### config.mk
export PLATFORM = sky130hd
export DESIGN_NAME = usb_link_sched
export DESIGN_NICKNAME = d
export VERILOG_FILES = /design/src/rtl/usb_link_pkg.sv /design/src/rtl/rr_arbiter.sv /design/src/rtl/usb_link_sched.sv
export SDC_FILE = /design/constraint.sdc
export NUM_CORES = 1
export LEC_CHECK = 0
export CORE_MARGIN = 2
export CORE_UTILIZATION = 39
export CTS_CLUSTER_DIAMETER = 30
export DETAILED_ROUTE_END_ITERATION = 16
export HOLD_SLACK_MARGIN = 0.06
export PLACE_DENSITY = 0.84
export SYNTH_ARGS = -nofsm -noshare
export SYNTH_HDL_FRONTEND = slang
export SYNTH_SLANG_ARGS = --single-unit
### constraint.sdc
create_clock -name clk -period 2.22 [get_ports clk]
set_clock_uncertainty 0.2 [all_clocks]
set_input_delay 0.444 -clock clk [delete_from_list [all_inputs] [get_ports clk]]
set_output_delay 0.444 -clock clk [all_outputs]
set_load 0.02 [all_outputs]
### src/rtl/usb_link_pkg.sv
// usb_link_pkg: shared types, widths and the round-robin helper for the
// usb_link_sched FT245 bridge scheduler.
//   tx_state_e : TX frame sequencer states
//   frame_w()  : bytes -> bit width of a bridge frame
//   hdr_lsb()  : LSB position of the routing header byte in an RX frame
//   rr_next()  : first requester at or after ptr (ascending, wrapping)
package usb_link_pkg;

  localparam int unsigned BYTE_W   = 8;
  localparam int unsigned HDR_W    = BYTE_W;
  localparam int unsigned MAX_NREQ = 8;

  typedef enum logic [1:0] {
    IDLE,
    LOAD,
    WAIT,
    DONE
  } tx_state_e;

  function automatic int unsigned frame_w(input int unsigned nbytes);
    return BYTE_W * nbytes;
  endfunction

  // Header is the most significant byte of an RX frame.
  function automatic int unsigned hdr_lsb(input int unsigned rx_w);
    return rx_w - HDR_W;
  endfunction

  // Returns the first set req bit at or after ptr, wrapping modulo n.
  // Returns 0 when no bit is set; callers qualify with an any flag.
  function automatic logic [2:0] rr_next(input logic [2:0] ptr,
                                         input logic [MAX_NREQ-1:0] req,
                                         input int unsigned n);
    logic [2:0] idx;
    logic [2:0] gnt;
    logic       found;
    idx   = ptr;
    gnt   = '0;
    found = 1'b0;
    for (int unsigned k = 0; k < MAX_NREQ; k++) begin
      if (k < n) begin
        if (!found && req[idx]) begin
          gnt   = idx;
          found = 1'b1;
        end
        idx = (idx == 3'(n - 1)) ? 3'd0 : idx + 3'd1;
      end
    end
    return gnt;
  endfunction

endpackage

### src/rtl/rr_arbiter.sv
// rr_arbiter: combinational round-robin picker.
//   req     : per-requester request bits
//   ptr     : index where the search starts
//   en      : qualifies any (grant only taken when enabled)
//   gnt_idx : winning index (valid when any=1)
//   any     : en and at least one request present
module rr_arbiter
  import usb_link_pkg::*;
#(
  parameter int unsigned NReq = 4
) (
  input  logic [NReq-1:0]         req,
  input  logic [$clog2(NReq)-1:0] ptr,
  input  logic                    en,
  output logic [$clog2(NReq)-1:0] gnt_idx,
  output logic                    any
);

  localparam int unsigned PW = $clog2(NReq);

  logic [MAX_NREQ-1:0] req_ext;
  logic [2:0]          ptr_ext;

  always_comb begin
    req_ext            = '0;
    req_ext[NReq-1:0]  = req;
    ptr_ext            = '0;
    ptr_ext[PW-1:0]    = ptr;
    gnt_idx            = PW'(rr_next(ptr_ext, req_ext, NReq));
    any                = en && (|req);
  end

endmodule

### src/rtl/usb_link_sched.sv
// usb_link_sched: shares one FT245 FIFO bridge between NReq requesters.
//   TX: round-robin arbitration of req/req_dat, frame sequencing towards the
//       bridge (txd/flg, completion on snt), ack per requester, watchdog abort
//       reported on tx_err.
//   RX: each bridge frame (rxd/rcv) is routed by its header byte to one
//       requester (rx_vld one-hot, rx_dat = payload) or dropped (rx_err).
// All outputs are registered.
module usb_link_sched
  import usb_link_pkg::*;
#(
  parameter int unsigned NReq   = 4,
  parameter int unsigned TxBCnt = 2,
  parameter int unsigned RxBCnt = 5,
  parameter int unsigned ClkFrq = 200000000,
  parameter int unsigned TimOut = ClkFrq / 100
) (
  input  logic                                  clk,
  input  logic                                  rst_n,
  input  logic [NReq-1:0]                       req,
  input  logic [NReq*frame_w(TxBCnt)-1:0]       req_dat,
  output logic [NReq-1:0]                       ack,
  output logic                                  tx_err,
  output logic [frame_w(TxBCnt)-1:0]            txd,
  output logic                                  flg,
  input  logic                                  snt,
  input  logic [frame_w(RxBCnt)-1:0]            rxd,
  input  logic                                  rcv,
  output logic [frame_w(RxBCnt)-HDR_W-1:0]      rx_dat,
  output logic [NReq-1:0]                       rx_vld,
  output logic                                  rx_err
);

  localparam int unsigned TxW    = frame_w(TxBCnt);
  localparam int unsigned RxW    = frame_w(RxBCnt);
  localparam int unsigned HdrLsb = hdr_lsb(RxW);
  localparam int unsigned PW     = $clog2(NReq);
  localparam int unsigned WW     = $clog2(TimOut + 1);
  localparam logic [WW-1:0] WdogLim = WW'(TimOut);
  localparam logic [PW-1:0] LastIdx = PW'(NReq - 1);

  tx_state_e         state_q, state_d;
  logic [PW-1:0]     ptr_q, ptr_d;
  logic [PW-1:0]     sel_q, sel_d;
  logic [WW-1:0]     wdog_q, wdog_d;
  logic [TxW-1:0]    txd_q, txd_d;
  logic              flg_q, flg_d;
  logic [NReq-1:0]   ack_q, ack_d;
  logic              tx_err_q, tx_err_d;

  logic [HdrLsb-1:0] rx_dat_q, rx_dat_d;
  logic [NReq-1:0]   rx_vld_q, rx_vld_d;
  logic              rx_err_q, rx_err_d;
  logic [HDR_W-1:0]  hdr;

  logic [PW-1:0]     gnt_idx;
  logic              gnt_any;
  logic              arb_en;
  logic [PW-1:0]     sel_inc;

  // The cycle carrying the tx_err pulse is kept out of arbitration so an
  // abort costs the same turnaround as a normal DONE cycle.
  assign arb_en  = (state_q == IDLE) && !tx_err_q;
  assign sel_inc = (sel_q == LastIdx) ? '0 : sel_q + 1'b1;

  rr_arbiter #(
    .NReq(NReq)
  ) u_arb (
    .req     (req),
    .ptr     (ptr_q),
    .en      (arb_en),
    .gnt_idx (gnt_idx),
    .any     (gnt_any)
  );

  always_comb begin
    state_d  = state_q;
    ptr_d    = ptr_q;
    sel_d    = sel_q;
    wdog_d   = wdog_q;
    txd_d    = txd_q;
    flg_d    = 1'b0;
    ack_d    = '0;
    tx_err_d = 1'b0;
    case (state_q)
      IDLE: begin
        wdog_d = '0;
        if (gnt_any) begin
          sel_d   = gnt_idx;
          txd_d   = req_dat[gnt_idx*TxW +: TxW];
          flg_d   = 1'b1;
          state_d = LOAD;
        end
      end
      LOAD: begin
        // Counting from LOAD puts wdog==TimOut exactly TimOut cycles after
        // the strobe, so the registered tx_err lands at LOAD+TimOut+1.
        wdog_d  = wdog_q + 1'b1;
        state_d = WAIT;
      end
      WAIT: begin
        if (snt) begin
          ack_d[sel_q] = 1'b1;
          wdog_d       = '0;
          state_d      = DONE;
        end else if (wdog_q == WdogLim) begin
          tx_err_d = 1'b1;
          wdog_d   = '0;
          ptr_d    = sel_inc;
          state_d  = IDLE;
        end else begin
          wdog_d = wdog_q + 1'b1;
        end
      end
      DONE: begin
        ptr_d   = sel_inc;
        state_d = IDLE;
      end
      default: state_d = IDLE;
    endcase
  end

  always_comb begin
    hdr      = rxd[RxW-1 -: HDR_W];
    rx_dat_d = rx_dat_q;
    rx_vld_d = '0;
    rx_err_d = 1'b0;
    if (rcv) begin
      if (hdr < HDR_W'(NReq)) begin
        rx_dat_d              = rxd[HdrLsb-1:0];
        rx_vld_d[hdr[PW-1:0]] = 1'b1;
      end else begin
        rx_err_d = 1'b1;
      end
    end
  end

  always_ff @(posedge clk) begin
    if (!rst_n) begin
      state_q  <= IDLE;
      ptr_q    <= '0;
      sel_q    <= '0;
      wdog_q   <= '0;
      txd_q    <= '0;
      flg_q    <= 1'b0;
      ack_q    <= '0;
      tx_err_q <= 1'b0;
      rx_dat_q <= '0;
      rx_vld_q <= '0;
      rx_err_q <= 1'b0;
    end else begin
      state_q  <= state_d;
      ptr_q    <= ptr_d;
      sel_q    <= sel_d;
      wdog_q   <= wdog_d;
      txd_q    <= txd_d;
      flg_q    <= flg_d;
      ack_q    <= ack_d;
      tx_err_q <= tx_err_d;
      rx_dat_q <= rx_dat_d;
      rx_vld_q <= rx_vld_d;
      rx_err_q <= rx_err_d;
    end
  end

  assign txd    = txd_q;
  assign flg    = flg_q;
  assign ack    = ack_q;
  assign tx_err = tx_err_q;
  assign rx_dat = rx_dat_q;
  assign rx_vld = rx_vld_q;
  assign rx_err = rx_err_q;

endmodule

==> reports/summary.md, run 1 <==
The tools report the HPWL reported at the end of detailed placement as 8830 um. The run finished, with violations left. The element type at the critical path end is a register.

Required time of the critical path: 2250 ps. After filler insertion, the fill cell instance count of the layout stands at 758. After global routing the overflow that remains totals 0. The worst slew margin relative to its limit came out at 66.3%. The run gives 2 as the clock tree buffer depth. The logs give 0 for the number of antenna violations at the first check in global routing and 0.00343 W for the cell-internal power. The via density per instance was 5.13; the worst vdd rail ir drop was 0.374 mV. The tool flagged a number of max-cap violations equal to 0. The share of total power dissipated in combinational logic is 45.0%. The die covers 0.0111 mm^2. The run gives 2.58 nW as the total leakage power. The final number of max-transition violations is 0, and the sum of internal, switching and leakage power is 0.00524 W. Counting flops with a built-in enable in the synthesized netlist gives 0. The slowest stage of the critical path is the sky130_fd_sc_hd__or4bb_4 cell.

The setup slack at placement was -433 ps; the Yosys warning count was 0. In the final design database the tool counted 792 nets. For the worst flop-to-flop path, the logic depth is 9.

The tools report the final instance area as 0.00677 mm^2. In this run, flip-flops and latches consume 35.4% of the power. Setup repair after global routing could not meet its margin everywhere. In this run switching power makes up 34.5% of total power.

The total inserted antenna cells is 0, and the CTS H-tree depth is 3. Setup violations remaining at the end of the flow were counted as 34. From left edge to right edge, the die measures 106 um.

The checks that failed: negative setup slack. In this run the power spent charging and discharging nets is 0.00181 W. Data on the critical path arrives at its endpoint at 2320 ps.

For this block, the initial DRC count from the detailed router was 260. In this run the vertical extent of the chip is 106 um. Cells with a size suffix above 1 make up 17.3% of the layout.

The synthesized design contains 86 register bits. The worst register-to-register path begins at wdog_q[0]. Clock tree synthesis found a total of 86 sinks.

The total clock buffers created by CTS is 9. The type of the worst min-delay path was register to register. Relative to the synthesized area, the layout overhead comes to 68.1%.

The maximum clock frequency was 437 MHz. After clock tree synthesis, the flow added hold-fix buffers numbering 0. The setup path with the least slack is of type register to register.

Synthesis handed over a netlist of 459 instances. Once detail routing completed, the nets flagged for antenna violations numbered 0. Traced cell by cell, the critical path runs through inv_2 -> ha_4 -> or4bb_4 -> nor3_4 -> a31oi_2 -> o21a_2 -> buf_6 -> nand3b_1 -> o31ai_1. The maximum cell stage delay along the critical path is 460 ps, and the detailed-route wire length is 12900 um. Clock latency on the worst-skew pair, taken at its later pin, is 350 ps. The tools report the number of global-route vias before repair as 3997. Dividing the final minimum period by the clock period gives 103%.

For the finished layout, the period the worst path requires is 2290 ps. The average wire length per cell after detail routing is 15.9 um, and the average footprint of a synthesized cell is 8.77 um^2. After clock tree synthesis, the clock-pin slew on the worst setup and hold paths is 90 ps.

Entering global routing, the biggest net connects 35 pins. Reg-to-reg endpoint: wdog_q[11]. Cell at the root of the clock tree: sky130_fd_sc_hd__clkbuf_8.

Detailed-route DRC error count: 0. In this run the cell area of the synthesized design comes to 0.00402 mm^2. The share of async-settable or async-resettable flops after synthesis came out at 0%. Setup slack of the critical path after layout: -69.7 ps. For hold timing, the worst endpoint is rx_dat[5]. The number of buffers added on ports was 170.

In this run the core area contains 37 standard-cell rows. The tools report the launching element type of the critical path as a register. The part of the power in the clock network came out at 19.5%. Top fanout value on the critical path: 5. The placeable core region came out at 0.0102 mm^2. Power per cell area: 775 mW/mm^2. The post-place instance area is 0.00612 mm^2. TritonCTS built the clock tree. For the pin with the worst max-slew slack, the measured transition is 505 ps.

The final weighted congestion of routability-driven global placement is 0.818. Among all flip-flop cells after synthesis, the most frequent one is sky130_fd_sc_hd__dfxtp_1. The origin of the worst min-delay path was rx_dat[5]. Summing over every cut layer, the via total after detailed routing is 4148. The count of distinct cell types in the synthesized netlist was 52; the global-route wire length before repair was 19600 um.

The worst register-to-register path has a setup slack of -70 ps. The count of pins on the block boundary was 171. The logs give 0 for the number of hold violations in the final report and 21.6% for the global-route total usage across every layer.

For the count of TritonRoute iterations in the first routing pass, the log shows 4. The total negative setup slack was -908 ps. The logs give 39.5% for the initial standard-cell utilization of the core and 42.8% for the register area share after synthesis.

Counting instances, the worst hold path has a depth of 2. Synthesis produced a netlist with a net count of 584.
cell usage in the layout (no fill, tap or decap), types with 5 or more instances in the layout:
master                              n
sky130_fd_sc_hd__clkdlybuf4s50_1  166
sky130_fd_sc_hd__nand2_1           99
sky130_fd_sc_hd__dfxtp_1           82
sky130_fd_sc_hd__a21oi_1           36
sky130_fd_sc_hd__buf_4             33
sky130_fd_sc_hd__mux2i_1           31
sky130_fd_sc_hd__nor2_1            25
sky130_fd_sc_hd__o221ai_1          14
sky130_fd_sc_hd__nand3_1           13
sky130_fd_sc_hd__xor2_1            13
sky130_fd_sc_hd__ha_1              11
sky130_fd_sc_hd__clkbuf_8          10
sky130_fd_sc_hd__buf_6              9
sky130_fd_sc_hd__inv_1              8
sky130_fd_sc_hd__and3_1             8
sky130_fd_sc_hd__nor2_2             6
sky130_fd_sc_hd__nand4_1            6
sky130_fd_sc_hd__a41oi_2            5
sky130_fd_sc_hd__o31ai_1            5
power groups by stage:
stage | registers [W] | logic, W | clock network, W
finish | 0.00186 | 0.00236 | 0.00102
global route | 0.00187 | 0.00249 | 0.00113
CTS | 0.00185 | 0.00207 | 0.00105
detailed placement | 0.00188 | 0.00182 | 0
global placement | 0.00187 | 0.00177 | 0
floorplan | 0.00204 | 0.000877 | 0
sequential cells by signal, indices dropped and copies added (netlist names), 2 cells and up:
name	cells
ack	4
ptr_q	2
rx_dat	32
rx_vld	4
sel_q	2
state_q	2
txd	16
wdog_q	21
cell families after synthesis:
| kind of cell | after synthesis | share of synthesized area (%) |
|---|---|---|
| and+or+nand+nor | 188 | 21.5 |
| DFF | 86 | 42.8 |
| AOI/OAI and AO/OA | 81 | 13.7 |
| muxes | 42 | 10.9 |
| buffers and inverters | 35 | 4.04 |
| xor gates and xnor gates | 14 | 3.05 |
| adders and majority gates | 13 | 4.04 |
metal layers:
metal  vias to the layer above  wire, um  part of all wire [%]  GRT usage (%)
met4                         0       159                   1.2           5.64
met1                      1992      5500                    43           26.8
met3                        16       573                   4.4           3.77
met5                         -         0                     0              0
li1                       2033         -                     -              -
met2                       107      6640                    52           38.6
synthesized netlist by cell type (all sizes together), types with 2 or more instances:
library cell	number	area [um^2]
nand2	99	372
dfxtp	86	1720
a21oi	38	190
mux2i	38	393
nor2	32	123
o221ai	16	140
clkbuf	14	53.8
ha	13	163
nand3	13	65.1
xor2	13	114
buf	10	67.6
inv	10	37.5
and3	9	57.6
nand4	6	37.5
o31ai	6	50.1
a41oi	5	43.8
o21ai	5	40.0
and2	4	25.0
mux2	4	45.0
nor4	4	25.0
nand2b	3	18.8
nor2b	3	18.8
nor3	3	20.0
nor3b	3	27.5
a211oi	2	15.0
and4	2	17.5
nand3b	2	15.0
o22ai	2	12.5
or4	2	15.0
stage by stage:
stage	std cells	util, %	hold WS [ps]
after floorplan	459	-	264
after global placement	778	60.1	241
after detailed placement	778	60.1	246
after CTS	802	64.2	259
after global routing	808	66.4	283
final	808	66.4	256
repair_timing:
| action | 4_1_cts | 5_1_grt |
|---|---|---|
| pin swaps | 6 | 25 |
| resized for setup | 31 | 32 |
| gates cloned | 2 | 3 |
| endpoints found under the hold margin | 0 | 0 |
| setup endpoints to repair | 41 | 42 |
| buffers inserted | 6 | 3 |
worst max-delay path, delay by kind of cell (launching register included):
family | cells | cell delay [ps]
buffers and inverters | 2 | 200
AND/OR/NAND/NOR | 3 | 820
adder cells (fa/ha/maj) | 1 | 120
AO/OA/AOI/OAI | 3 | 520
flip-flops | 1 | 330
worst max path at each step:
stage          startpoint         end  slack, ps  cells after the start
2_1_floorplan    ptr_q[1]      txd[2]          2                      9
3_3_place_gp       req[2]     txd[10]       -340                      7
3_5_place_dp       req[3]     txd[13]       -430                      8
4_1_cts         wdog_q[0]  wdog_q[11]        -70                      9
5_1_grt         wdog_q[0]  state_q[1]       -170                      9
6_report        wdog_q[0]  wdog_q[11]        -70                      9
final cells by class:
type                            instances  area (um^2)  area share (%)
Multi-Input combinational cell        338         2380            35.2
Tap cell                              136          170            2.52
Clock buffer                           10          138            2.03
Clock inverter                          6         43.8           0.647
Inverter                               11         41.3           0.610
Timing Repair Buffer                  221         2260            33.5
Sequential cell                        86         1730            25.6
No activity file was read; power rests on OpenSTA's default activity.
==> run 2, diff against run 1 <==
- CORE_UTILIZATION: 39 -> 40
- PLACE_DENSITY: 0.84 -> 0.83
- clock period: 2.22 -> 2.6 ns (I/O delays scaled with it)
==> reports/summary.md, run 2 (synthesis gave the netlist of run 1 again) <==
The run finished with clean final reports. In this run the most critical hold path is launched from rx_dat[8]. CTS H-tree depth: 3 (unchanged).

Launching element type of the critical path: a register. The combinational cell fraction of total power was 36.7% (-8.3 points); the switching portion of total power was 32.9% (-1.6 points). TritonCTS built the clock tree.

The logs give 0 (unchanged) for the number of hold violations in the final report and 86 (unchanged) for the number of clock sinks. The tools report the HPWL reported at the end of detailed placement as 8710 um (-1.3%). The tools report the required time of the critical path as 2620 ps (+370 ps). The detailed-route wire length is 11500 um (-10%), and the global-route total usage across every layer is 21.0% (-0.64 points).

Count of TritonRoute iterations in the first routing pass: 4 (unchanged). Kind of cell adding the most delay to the critical path: multiplexers. The die height came out at 104 um (-1.2%). The standard cell with the maximum stage delay on the critical path is sky130_fd_sc_hd__ha_1. Clock latency reported for the late side of the worst-skew pair: 360 ps (about the same). The number of placement rows is 36 (-2.7%). The initial standard-cell utilization of the core is 41.2% (+1.7 points), and the count of buffering cells on the critical path with inverters included is 1 (-1). The logs give 0.0109 mm^2 (-2.4%) for the total die area and 397 MHz (-9.1%) for the maximum clock frequency. The top cell types in the final layout, fill and taps aside, are sky130_fd_sc_hd__clkdlybuf4s50_1 (170), sky130_fd_sc_hd__nand2_1 (99), sky130_fd_sc_hd__dfxtp_1 (86). The power per cell area is 675 mW/mm^2 (-13%). The fraction of final layout cells with drive strength greater than 1 is 8.09% (-9.2 points). The tools report the signal arrival time at the worst endpoint as 2540 ps (+220 ps).

The setup slack of the critical path after layout was 80.8 ps (+150 ps). Traced cell by cell, the critical path runs through ha_1 -> mux2_2 -> o22ai_1 -> mux2i_4 -> buf_4 -> mux2i_1 -> o221ai_1. For hold timing, the worst endpoint is rx_dat[8]. The clock transition at the registers of the reported paths was 100 ps (about the same); the top fanout value on the critical path was 8 (+3).

The number of buffers added on ports came out at 170 (unchanged). The number of cells on the worst hold path is 2 (unchanged). The global-route wire length before repair was 18700 um (-4.9%); the number of flip-flops in the largest register was 32 (unchanged). The tools report the final instance area as 0.00620 mm^2 (-8.3%). Launch point of the worst reg-to-reg path: ptr_q[1]. The via density per instance came out at 5.14 (about the same). STA classifies the critical path endpoint as a register.

The logs give 0.00598 mm^2 (-2.4%) for the post-place instance area and 0 (-6) for the post-CTS setup buffer count. The reg-to-reg endpoint is txd[5]. The overflow left after global routing is 0 (unchanged), and the actual transition at the worst max-transition pin is 466 ps (-38.9 ps).

The total setup violations reported at the end of the flow is 0 (-100%). The post-detailed-route count of antenna-violating nets is 0 (unchanged), and the final number of max-transition violations is 0 (unchanged). The number of global-route vias before repair was 3860 (-3.4%); the worst vdd rail ir drop was 0.533 mV (+43%). Share of the cycle needed by the critical path after routing: 96.9% (-6.2 points). The tools report the placeable core region as 0.00977 mm^2 (-4.0%).

For the count of vias placed by the detailed router, the log shows 3987 (-3.9%). The area growth from synthesis to layout is 54.2%. The max capacitance violation total was 0 (unchanged). The tools report the setup slack of the worst register-to-register path as 80 ps (+150 ps). For the setup slack at placement, the log shows -138 ps (+295 ps).

Number of antenna violations at the first check in global routing: 0 (unchanged). The total clock buffers created by CTS came out at 9 (unchanged). The final weighted congestion of routability-driven global placement is 0.824 (+0.73%), and the cts-stage hold buffer count is 0 (unchanged).

Setup repair after global routing left no endpoint under its margin. The run gives 2 (unchanged) as the clock tree buffer depth. Total leakage power: 2.33 nW (-9.7%).

Worst-case reg-to-reg path depth: 7 (-2). The minimum clock period after layout works out to 2520 ps (+230 ps). The worst slew margin relative to its limit is 69.0% (+2.7 points). The startpoint-to-endpoint class of the critical path was register to register. The count of pins on the block boundary was 171 (unchanged). The type of the worst min-delay path is register to register. The part of the power in the clock network is 25.5% (+6.0 points). The cell-internal power came out at 0.00281 W (-18%). Cell at the root of the clock tree: sky130_fd_sc_hd__clkbuf_8. Net count reported at finish: 763 (-3.7%). The sequential power share is 37.8% (+2.4 points), and the total inserted antenna cells is 0 (unchanged). The reported net switching power was 0.00138 W (-24%). Average wire length per cell after detail routing: 14.9 um (-6.7%). Most common library cell in the layout ignoring fill and taps: sky130_fd_sc_hd__clkdlybuf4s50_1. The die boundary width works out to 104 um (-1.2%). Violation count after the first detailed-routing iteration: 265 (+1.9%). The number of gates given a new drive strength after cts was 0 (-100%); the maximum cell stage delay along the critical path was 470 ps (about the same). The largest net degree at the start of global routing is 35 (unchanged), and the detailed-route DRC error count is 0 (unchanged).
[run 2: cell count changes in the layout (fill, tap and decap cells not counted), sizes merged, moves of 2 or more]
cell,delta
clkinv,-2
inv,+2
dlygate4sd2,-2
buf,-26
dlymetal6s2s,-2
clkbuf,-4
bufinv,+2
clkdlybuf4s50,+4
[run 2: per-layer routing]
metal	routed length [um]	global-route usage [%]	vias to the layer above
met5	0	0	-
met4	252	7.53	0
met3	668	5.08	20
met2	5840	37.3	136
met1	4780	24.3	1862
li1	-	-	1969
[run 2: worst max-delay path by stage]
stage / slack (ps) / to / from / depth (start not counted)
final: 80 / txd[5] / ptr_q[1] / 7
after global routing: 4 / txd[14] / ptr_q[1] / 7
after CTS: 100 / wdog_q[16] / wdog_q[0] / 9
after detailed placement: -140 / txd[7] / req[3] / 8
after global placement: -30 / txd[10] / req[2] / 7
after floorplan: 270 / txd[2] / ptr_q[1] / 9
[run 2: final cells by class]
class	count	area (um^2)
clock buffers	9	124
clock inverters	7	103
fillers	793	3570
inverters	11	41.3
multi-input cells	338	2140
flip-flops and latches	86	1720
well taps	133	166
repair buffers	192	1900
[run 2: power by group through the flow]
stage	combinational, W	sequential (W)	clock, W
after floorplan	0.000713	0.00174	0
after detailed placement	0.00153	0.00161	0
after global placement	0.00148	0.00160	0
after CTS	0.00154	0.00158	0.00109
final	0.00153	0.00158	0.00107
after global routing	0.00165	0.00160	0.00116
[run 2: worst reg2reg max path: cells and delay by family, from the launching register on]
family / cells / cell delay, ps
multiplexers: 3 / 700
buffers and inverters: 1 / 190
AO/OA/AOI/OAI: 2 / 430
adder cells (fa/ha/maj): 1 / 470
flip-flops: 1 / 390
[run 2: metrics by stage]
stage | hold WS, ps | total power [W] | instances | utilization [%] | setup TNS (ps)
3_3_place_gp | 242 | 0.00309 | 760 | 61.1 | -174
5_1_grt | 280 | 0.00441 | 776 | 63.5 | 0
4_1_cts | 258 | 0.00422 | 776 | 63.5 | 0
2_1_floorplan | 264 | 0.00246 | 459 | - | 0
6_report | 260 | 0.00419 | 776 | 63.5 | 0
3_5_place_dp | 246 | 0.00314 | 760 | 61.1 | -1650
==> run 3, diff against run 2 <==
- CAP_MARGIN: default -> 40
- SETUP_SLACK_MARGIN: default -> 0.3
==> reports/summary.md, run 3 (synthesis gave the netlist of run 1 again) <==
The run gives 44 (+26%) as the largest net degree at the start of global routing. The clock transition at the registers of the reported paths was 90 ps (about the same). For the placeable core region, the log shows 0.00977 mm^2 (unchanged). The average wire length per cell after detail routing is 17.4 um (+17%). The part of the power in the clock network is 22.9% (-2.6 points). Signal arrival time at the worst endpoint: 2450 ps (-90 ps). The instance count after placement with tap cells included came out at 760 (unchanged). The total area of multi-input combinational cells was 0.00247 mm^2 (+15%); the number of buffers added on ports was 170 (unchanged). The via density per instance was 5.39 (+4.9%); the global-route total usage across every layer was 23.9% (+3.0 points).

The actual transition at the worst max-transition pin was 809 ps (+343 ps). For the clock latency reported for the late side of the worst-skew pair, the log shows 350 ps (about the same). The total negative setup slack was 0 ps (unchanged).

Number of global-route vias before repair: 4445 (+15%). The cell-internal power came out at 0.00314 W (+12%). The minimum clock period after layout was 2410 ps (-112 ps). Setup repair after global routing could not meet its margin everywhere. In the layout the commonest cells are sky130_fd_sc_hd__clkdlybuf4s50_1 (166), sky130_fd_sc_hd__nand2_1 (99), sky130_fd_sc_hd__dfxtp_1 (80). The share of the cycle needed by the critical path after routing was 92.6% (-4.3 points); the final number of max-transition violations was 0 (unchanged). The global-route wire length before repair came out at 21200 um (+14%). The total die area is 0.0109 mm^2 (unchanged). The run gives 0.00164 W (+19%) as the reported net switching power. Overflow left after global routing: 0 (unchanged). The total leakage power was 2.53 nW (+8.7%).

TritonCTS built the clock tree. For the utilization after layout, the log shows 70.1% (+6.7 points). The detailed-route DRC error count was 0 (unchanged).

The number of hold violations in the final report was 0 (unchanged). For the count of vias placed by the detailed router, the log shows 4291 (+7.6%). STA classifies the critical path startpoint as a register.

The max capacitance violation total came out at 0 (unchanged). The area of all sequential standard cells came out at 0.00173 mm^2 (+0.58%). The element type at the critical path end is a register.

For the final weighted congestion of routability-driven global placement, the log shows 0.820 (-0.38%). For the total clock buffers created by CTS, the log shows 9 (unchanged). The switching portion of total power came out at 34.4% (+1.5 points). For the combinational cell fraction of total power, the log shows 43.8% (+7.1 points).

The number of flip-flops in the largest register was 32 (unchanged). For the worst vdd rail ir drop, the log shows 0.548 mV (+2.8%). Most common library cell in the layout ignoring fill and taps: sky130_fd_sc_hd__clkdlybuf4s50_1. Maximum clock frequency: 415 MHz (+4.7%). The power per cell area was 697 mW/mm^2 (+3.3%); the clock tree buffer depth was 2 (unchanged).

Sequential power share: 33.3% (-4.5 points). The tree is rooted in a sky130_fd_sc_hd__clkbuf_8. The initial standard-cell utilization of the core came out at 41.2% (unchanged). The tools report the final instance area as 0.00685 mm^2 (+10%).

The cts-stage hold buffer count was 0 (unchanged); the number of placement rows was 36 (unchanged). The growth of design area from synthesis to finish is 70.3%. The number of fill cells in the layout was 698 (-12%); the post-detailed-route count of antenna-violating nets was 0 (unchanged). The run finished with clean final reports. The tools report the count of non-filler cells in the finished layout as 796 (+2.6%). The worst hold path belongs to the class register to register. The top fanout value on the critical path came out at 7 (-1). The fraction of final layout cells with drive strength greater than 1 is 17.7% (+9.6 points). The net count reported at finish was 782 (+2.5%); the worst slew margin relative to its limit was 45.3% (-24 points). The run gives 2640 ps (+20 ps) as the required time of the critical path.

The worst-case hold slack came out at 259 ps (-0.434 ps). The run gives 0.00599 mm^2 (+0.21%) as the post-place instance area. The run gives 3 (unchanged) as the CTS H-tree depth.

Count of pins on the block boundary: 171 (unchanged). By startpoint and endpoint, the worst setup path is classified as register to register. The tools report the HPWL reported at the end of detailed placement as 9020 um (+3.5%).

The setup slack of the worst register-to-register path came out at 190 ps (+110 ps). For the number of clock sinks, the log shows 86 (unchanged). Die height: 104 um (unchanged). The count of TritonRoute iterations in the first routing pass is 4 (unchanged). For the number of antenna violations at the first check in global routing, the log shows 0 (unchanged). The die boundary width was 104 um (unchanged); the detailed-route wire length was 13900 um (+20%).

The violation count after the first detailed-routing iteration was 266 (+0.38%). The total setup violations reported at the end of the flow is 0 (unchanged).
==> run 3: cell types whose count changed in the layout (fill, tap and decap cells not counted), sizes merged, moves of 2 or more <==
cell           change
dlygate4sd2        +4
clkinvlp           +2
clkdlybuf4s50      -4
buf               +18
==> run 3: path summary, 6_finish.rpt <==
check | startpoint | to | depth (start not counted)
setup / recovery | wdog_q[1] | wdog_q[12] | 9
hold / removal | rx_dat[6] | rx_dat[6] | 2
setup reg to reg | wdog_q[1] | wdog_q[12] | 9
hold reg to reg | rx_dat[6] | rx_dat[6] | 2
==> run 3: critical path: stages, from the launching register on <==
cell and delay [ps]:
sky130_fd_sc_hd__dfxtp_2 330, sky130_fd_sc_hd__inv_2 60, sky130_fd_sc_hd__ha_4 130, sky130_fd_sc_hd__or4bb_4 460, sky130_fd_sc_hd__nor3_4 240, sky130_fd_sc_hd__a31oi_4 130, sky130_fd_sc_hd__o21a_4 300, sky130_fd_sc_hd__o21ai_4 190
sky130_fd_sc_hd__clkbuf_16 220, sky130_fd_sc_hd__nor2_4 40
==> run 3: power by group through the flow <==
stage | clock (W) | combinational [W] | sequential (W)
6_report | 0.00109 | 0.00209 | 0.00159
5_1_grt | 0.00117 | 0.00220 | 0.00161
4_1_cts | 0.00110 | 0.00184 | 0.00158
3_5_place_dp | 0 | 0.00154 | 0.00161
3_3_place_gp | 0 | 0.00148 | 0.00160
2_1_floorplan | 0 | 0.000722 | 0.00174
==> run 3: through the flow <==
stage | setup WS (ps) | power (W)
final | 193 | 0.00478
after global routing | 125 | 0.00497
after CTS | 232 | 0.00452
after detailed placement | -134 | 0.00315
after global placement | -11.3 | 0.00308
after floorplan | 311 | 0.00247
==> run 3: timing repair <==
| item | CTS | global route |
|---|---|---|
| gates cloned | 3 | 1 |
| gates resized for setup | 39 | 53 |
| setup endpoints to repair | 40 | 41 |
| pin swaps | 15 | 30 |
| buffers inserted | 10 | 5 |
==> run 3: area by class of cell <==
class                           instances  area share, %
Timing Repair Buffer                  211           32.3
Sequential cell                        86           25.3
Clock inverter                          7           1.52
Inverter                               11          0.602
Multi-Input combinational cell        338           36.1
Antenna cell                            1         0.0365
Tap cell                              133           2.43
Clock buffer                            9           1.81
==> run 3: metal layers <==
metal	share of wire, %	wire (um)	global-route usage [%]	vias up
met5	0	0	0	-
met1	37	5160	25.0	2060
met4	3.0	416	11.1	0
met2	53	7380	45.1	182
met3	6.6	910	5.39	34
li1	-	-	-	2015
